$ cat src/rtl/mux_pkg.sv
// Shared definitions for the scan_mux_nxw block.
//   state_t  : auto-scan FSM state encoding (S_IDLE, S_DWELL, S_ADVANCE)
//   clog2_w  : index width helper; never returns less than 1 bit
package mux_pkg;

  typedef enum logic [1:0] {
    S_IDLE    = 2'd0,
    S_DWELL   = 2'd1,
    S_ADVANCE = 2'd2
  } state_t;

  function automatic int clog2_w(input int n);
    int w;
    w = 1;
    while ((1 << w) < n) w++;
    return w;
  endfunction

endpackage

$ cat src/rtl/scan_mux_nxw_if.sv
// Bus bundle between the sample sources / controller and scan_mux_nxw.
//   master : drives din, sel, mode, en_mask, start; observes the outputs
//   slave  : the mux itself; drives dout, ch, dout_valid, sweep_done, busy
interface scan_mux_nxw_if #(
  parameter int N_CH = 8,
  parameter int W    = 1
) ();
  import mux_pkg::*;

  localparam int SW = clog2_w(N_CH);

  logic [N_CH*W-1:0] din;
  logic [SW-1:0]     sel;
  logic              mode;
  logic [N_CH-1:0]   en_mask;
  logic              start;
  logic [W-1:0]      dout;
  logic [SW-1:0]     ch;
  logic              dout_valid;
  logic              sweep_done;
  logic              busy;

  modport master (
    output din, sel, mode, en_mask, start,
    input  dout, ch, dout_valid, sweep_done, busy
  );

  modport slave (
    input  din, sel, mode, en_mask, start,
    output dout, ch, dout_valid, sweep_done, busy
  );

endinterface

$ cat src/rtl/mux_next_en.sv
// Combinational priority finder for the auto-scan pointer.
//   en_mask : channel enables
//   ptr     : current channel index
//   first   : 1 = return the lowest enabled channel, 0 = lowest one above ptr
//   nxt     : resulting index (0 when nothing found)
//   found   : a qualifying enabled channel exists
module mux_next_en #(
  parameter int N_CH = 8,
  parameter int SW   = 3
) (
  input  logic [N_CH-1:0] en_mask,
  input  logic [SW-1:0]   ptr,
  input  logic            first,
  output logic [SW-1:0]   nxt,
  output logic            found
);

  // Scan downwards so the lowest qualifying index is the last one written.
  always_comb begin
    nxt   = '0;
    found = 1'b0;
    for (int k = N_CH - 1; k >= 0; k--) begin
      if (en_mask[k] && (first || (k > int'(ptr)))) begin
        nxt   = SW'(k);
        found = 1'b1;
      end
    end
  end

endmodule

$ cat src/rtl/scan_mux_nxw.sv
// N-channel, W-bit registered multiplexer with enable mask and auto-scan.
//   clk, rst : rising-edge clock, asynchronous active-high reset
//   bus      : scan_mux_nxw_if.slave (din/sel/mode/en_mask/start in,
//              dout/ch/dout_valid/sweep_done/busy out, all registered)
// Build option: define SCAN_MUX_CONTINUOUS_EN to restart the sweep at the
// lowest enabled channel on every wrap instead of returning to idle.
module scan_mux_nxw
  import mux_pkg::*;
#(
  parameter int N_CH  = 8,
  parameter int W     = 1,
  parameter int DWELL = 4
) (
  input  logic           clk,
  input  logic           rst,
  scan_mux_nxw_if.slave  bus
);

  localparam int SW = clog2_w(N_CH);
  localparam int CW = clog2_w(DWELL + 1);
  localparam logic [CW-1:0] CNT_LAST = CW'(DWELL - 1);

  state_t        state;
  logic [SW-1:0] ptr;
  logic [CW-1:0] cnt;
  logic [SW-1:0] nxt;
  logic          found;
  logic          first;
  logic          above_none;
  logic          sel_ok;

  logic [W-1:0]  dout_r;
  logic [SW-1:0] ch_r;
  logic          valid_r;
  logic          done_r;
  logic          busy_r;

  assign sel_ok     = int'(bus.sel) < N_CH;
  // No enabled channel above ptr: the next advance is a wrap.
  assign above_none = ((bus.en_mask >> ptr) >> 1) == '0;

`ifdef SCAN_MUX_CONTINUOUS_EN
  assign first = (state == S_IDLE) || above_none;
`else
  assign first = (state == S_IDLE);
`endif

  mux_next_en #(.N_CH(N_CH), .SW(SW)) u_next (
    .en_mask (bus.en_mask),
    .ptr     (ptr),
    .first   (first),
    .nxt     (nxt),
    .found   (found)
  );

  always_ff @(posedge clk or posedge rst) begin
    if (rst) begin
      state   <= S_IDLE;
      ptr     <= '0;
      cnt     <= '0;
      dout_r  <= '0;
      ch_r    <= '0;
      valid_r <= 1'b0;
      done_r  <= 1'b0;
      busy_r  <= 1'b0;
    end else if (!bus.mode) begin
      // Manual mode overrides any sweep in progress, without a done pulse.
      state   <= S_IDLE;
      cnt     <= '0;
      busy_r  <= 1'b0;
      done_r  <= 1'b0;
      ch_r    <= bus.sel;
      if (sel_ok) begin
        dout_r  <= bus.din[int'(bus.sel)*W +: W];
        valid_r <= bus.en_mask[bus.sel];
      end else begin
        dout_r  <= '0;
        valid_r <= 1'b0;
      end
    end else begin
      done_r <= 1'b0;
      case (state)
        S_IDLE: begin
          valid_r <= 1'b0;
          busy_r  <= 1'b0;
          if (bus.start && found) begin
            ptr    <= nxt;
            cnt    <= '0;
            busy_r <= 1'b1;
            state  <= S_DWELL;
          end
        end
        S_DWELL: begin
          dout_r  <= bus.din[int'(ptr)*W +: W];
          ch_r    <= ptr;
          valid_r <= 1'b1;
          cnt     <= cnt + 1'b1;
          if (cnt == CNT_LAST) state <= S_ADVANCE;
        end
        S_ADVANCE: begin
          if (above_none) begin
            done_r <= 1'b1;
`ifdef SCAN_MUX_CONTINUOUS_EN
            if (found) begin
              ptr   <= nxt;
              cnt   <= '0;
              state <= S_DWELL;
            end else begin
              busy_r <= 1'b0;
              state  <= S_IDLE;
            end
`else
            busy_r <= 1'b0;
            state  <= S_IDLE;
`endif
          end else begin
            ptr   <= nxt;
            cnt   <= '0;
            state <= S_DWELL;
          end
        end
        default: begin
          busy_r <= 1'b0;
          state  <= S_IDLE;
        end
      endcase
    end
  end

  assign bus.dout       = dout_r;
  assign bus.ch         = ch_r;
  assign bus.dout_valid = valid_r;
  assign bus.sweep_done = done_r;
  assign bus.busy       = busy_r;

endmodule

$ cat src/flat_wrapper.sv
// flat-port wrapper written by rule: the top's interface ports become plain ports
module scan_mux_nxw_flat import mux_pkg::*;
#(
  parameter int N_CH  = 8,
  parameter int W     = 1,
  parameter int DWELL = 4
)
  (clk, rst, bus_din, bus_sel, bus_mode, bus_en_mask, bus_start, bus_dout, bus_ch, bus_dout_valid, bus_sweep_done, bus_busy);
  scan_mux_nxw_if #(.N_CH(N_CH), .W(W)) bus_i ();
  input  logic clk;
  input  logic rst;
  input wire logic [$bits(bus_i.din)-1:0] bus_din;
  input wire logic [$bits(bus_i.sel)-1:0] bus_sel;
  input wire logic [$bits(bus_i.mode)-1:0] bus_mode;
  input wire logic [$bits(bus_i.en_mask)-1:0] bus_en_mask;
  input wire logic [$bits(bus_i.start)-1:0] bus_start;
  output wire logic [$bits(bus_i.dout)-1:0] bus_dout;
  output wire logic [$bits(bus_i.ch)-1:0] bus_ch;
  output wire logic [$bits(bus_i.dout_valid)-1:0] bus_dout_valid;
  output wire logic [$bits(bus_i.sweep_done)-1:0] bus_sweep_done;
  output wire logic [$bits(bus_i.busy)-1:0] bus_busy;
  assign bus_i.din = bus_din;
  assign bus_i.sel = bus_sel;
  assign bus_i.mode = bus_mode;
  assign bus_i.en_mask = bus_en_mask;
  assign bus_i.start = bus_start;
  assign bus_dout = bus_i.dout;
  assign bus_ch = bus_i.ch;
  assign bus_dout_valid = bus_i.dout_valid;
  assign bus_sweep_done = bus_i.sweep_done;
  assign bus_busy = bus_i.busy;
  scan_mux_nxw #(.N_CH(N_CH), .W(W), .DWELL(DWELL)) u_core (.clk(clk), .rst(rst), .bus(bus_i));
endmodule
$ cat config.mk
export PLATFORM = sky130hd
export DESIGN_NAME = scan_mux_nxw_flat
export DESIGN_NICKNAME = d
export VERILOG_FILES = /design/src/rtl/mux_pkg.sv /design/src/rtl/scan_mux_nxw_if.sv /design/src/rtl/mux_next_en.sv /design/src/rtl/scan_mux_nxw.sv /design/src/flat_wrapper.sv
export SDC_FILE = /design/constraint.sdc
export NUM_CORES = 1
export LEC_CHECK = 0
export CORE_MARGIN = 2
export CORE_UTILIZATION = 35
export DETAILED_ROUTE_END_ITERATION = 8
export HOLD_SLACK_MARGIN = 0.05
export SLEW_MARGIN = 5
export SYNTH_ARGS = -nofsm -noshare
export SYNTH_HDL_FRONTEND = slang
export SYNTH_HIERARCHICAL = 1
export SYNTH_SLANG_ARGS = --single-unit
export TNS_END_PERCENT = 5
$ cat constraint.sdc
create_clock -name clk -period 2.5 [get_ports clk]
set_input_delay 0.5 -clock clk [delete_from_list [all_inputs] [get_ports clk]]
set_output_delay 0.5 -clock clk [all_outputs]
set_load 0.005 [all_outputs]
==> flow_metrics.py <==
metrics = {
    "synth": {
        "yosysWarnings": 6,
        "synthArstFlopShare_pct": 100,
        "netlist_top_cells_area": "dfrtp_1, ha_1, mux2i_1, a21oi_1, o21ai_0",
        "syn_area_sq_um": 1260,
        "syn_inst": 137,
        "yosysSeqAreaShare_pct": 29.9,
        "synth_top_cell_by_area": "dfrtp_1",
        "synth_seq_cells": 15,
        "synth_cell_types": 47,
        "synth_ff_type": "dfrtp_1",
        "synth_nets": 167,
        "syn_avg_cell_area_sq_um": 9.18,
        "synth_top_cell_area_share_pct": 29.9,
        "synth_edf_count": 0,
    },
    "critical_path": {
        "critPathCaptureType": "register",
        "cp_cell_sequence": "inv_1 > ha_2 > nand3b_2 > o22a_1 > nor2_1 > nand4_1 > and3_1 > a21oi_1 > a41oi_2 > nand2b_1 > a21oi_1",
        "slowest_stage": "dfrtp_1",
        "cpPeakStageDelay_ps": 360,
        "critPathArrivalTime_ps": 2470,
        "path_class": "reg -> reg",
        "cp_max_fo": 6,
        "crit_top_cell": "a21oi_1",
        "crit_required_ps": 2720,
        "startpoint_type": "register",
    },
    "place": {
        "port_buffers": 29,
        "dpl.hpwl_microns": 2460,
        "place_area_sq_um": 1660,
        "dp_slack_ps": -50.3,
        "gp_congestion": 0.839,
    },
    "timing": {
        "setup_violations": 0,
        "slew_headroom_pct": 59.5,
        "finClkSkew_ps": 0.649,
        "period_share_pct": 90.0,
        "worst_slack_ps": 250,
        "hold_violations": 0,
        "period_needed_ps": 2250,
        "slew_viol_final": 0,
        "rsz0062_at_grt": "no",
        "tightest_slew_ps": 607,
        "fmax_ghz": 0.445,
    },
    "routing": {
        "drt-met1-wl_microns": 1480,
        "drtAntennaViolNets": 0,
        "wl_met2_microns": 1500,
        "firstDrtPassIters": 4,
        "drc": 0,
        "viasPerCell": 5.34,
        "met3_length_microns": 137,
        "wl_per_cell_microns": 14.1,
        "wl_microns": 3150,
        "route.vias.total": 1190,
        "top_layer": "met4",
        "drt-initial-drc-count": 60,
    },
    "floorplanning": {
        "ios": 30,
        "start_util_pct": 37.1,
        "die_y_microns": 63.9,
        "rows": 21,
        "design.core.area_sq_um": 3390,
        "design.die.area_sq_um": 4090,
        "fp.dieW_microns": 63.9,
    },
    "outcome": {
        "status": "finished clean",
    },
    "global_route": {
        "grt-ovfl-total": 0,
        "grt_max_degree": 16,
        "grt_pass1_vias": 1165,
        "antenna_found_initial": 0,
        "grt_usage_pct": 16.8,
        "grt_pass1_wl_microns": 5420,
    },
    "clock_network": {
        "cts_max_path_buffers": 2,
        "h-tree-depth": 1,
        "clk_pin_slew_ps": 100,
        "numCtsBuffers": 3,
        "cts_tree": "done",
        "cts_root_buffer": "clkbuf_4",
        "hold_buffers": 0,
        "clkLatencyLatePin_ps": 290,
        "cts.sinks": 15,
    },
    "finish": {
        "final_net_count": 208,
        "area_delta_synth_final_pct": 35.2,
        "drive_gt1_share_pct": 17.5,
        "fin_util_pct": 50.2,
        "fin_area_sq_um": 1700,
        "antenna_cells": 0,
    },
    "min_path": {
        "hp-class": "reg -> reg",
    },
    "power_and_ir_drop": {
        "power_density_nw_per_um2": 835,
        "leakagePower_nw": 0.726,
        "vdd_drop_max_mv": 0.505,
        "p_total_w": 0.00142,
    },
    "flow_run": {
        "cap_violations": 0,
    },
}
cells in the final DEF, fill, tap and decap left out, drive strengths merged, types with 2 or more instances in the layout:
master,n
clkbuf,3
nand2,9
a21oi,12
buf,12
mux2i,8
nor2b,6
clkdlybuf4s50,29
o22a,3
nor3,2
nor2,9
mux2,5
and2b,2
o21ai,10
dfrtp,15
nand3b,3
nand3,4
nand2b,8
inv,6
mux4,2
nand4,2
ha,7
sequential cells by signal (all words and copies together) (netlist names):
signal                 cells
u_core/bus.busy            1
u_core/bus.ch              3
u_core/bus.dout            1
u_core/bus.dout_valid      1
u_core/bus.sweep_done      1
u_core/cnt                 3
u_core/ptr                 3
u_core/state               2
path summary, 6_finish.rpt:
kind / depth (start not counted) / start / end / slack (ps)
max: 11 / u_core/state[1] / u_core/cnt[0] / 250
min: 2 / u_core/cnt[2] / u_core/cnt[2] / 550
max reg2reg: 11 / u_core/state[1] / u_core/cnt[0] / 250
min reg2reg: 2 / u_core/cnt[2] / u_core/cnt[2] / 550
max in group asynchronous: 2 / rst / u_core/ptr[0] / 1540
min in group asynchronous: 2 / rst / u_core/cnt[1] / 570
report_power, final:
part | total, W | leakage (nW) | internal, W | switching, W
clock | 0.000145 | 0.0177 | 0.0000595 | 0.0000856
combinational | 0.000833 | 0.517 | 0.000448 | 0.000385
sequential | 0.000442 | 0.192 | 0.000320 | 0.000123
Yosys cell counts (2+ instances only):
master,count
a21oi_1,12
dfrtp_1,15
ha_1,7
inv_1,6
mux2_2,4
mux2i_1,8
mux4_2,2
nand2_1,9
nand2b_1,7
nand3_1,4
nand3b_1,2
nand4_1,2
nor2_1,9
nor2b_1,6
nor3_1,2
o21ai_0,9
o22a_1,3
logic make-up after synthesis:
logic type	synth area share, %
adder cells (fa/ha/maj)	6.96
AO/OA/AOI/OAI	20.7
buffers and inverters	4.08
flip-flops	29.9
multiplexers	14.4
AND/OR/NAND/NOR	24.0
final cells by class:
| cell class | count | area, sq um |
|---|---|---|
| clock buffer | 3 | 22.5 |
| clock inverter | 1 | 5.00 |
| fill | 328 | 1690 |
| inverter | 6 | 22.5 |
| multi-input combinational | 111 | 837 |
| sequential | 15 | 375 |
| tap | 46 | 57.6 |
| timing repair buffer | 41 | 380 |
critical path: cells and delay by family, from the launching register on:
kind,cells,cell delay (ps)
compound gates,4,600
fa+ha+maj,1,230
buf+inv,1,90
flops,1,360
simple gates,5,900
per-stage QoR:
stage | std cells | setup TNS (ps) | hold slack, ps
floorplan | 137 | 0 | 401
global placement | 218 | 0 | 524
detailed placement | 218 | -73.6 | 534
CTS | 222 | 0 | 555
global route | 223 | 0 | 566
finish | 223 | 0 | 546
repair_timing:
item / 4_1_cts / 5_1_grt
endpoints found under the setup margin: 0 / 5
gates resized for setup: 0 / 2
buffers inserted: 0 / 1
metal layers:
| layer | track usage, % | vias up |
|---|---|---|
| met3 | 3.87 | 2 |
| met4 | 4.35 | 0 |
| met5 | 0 | - |
| met1 | 22.7 | 575 |
| met2 | 27.0 | 29 |
| li1 | - | 584 |
(Power assumes the default switching activity.)
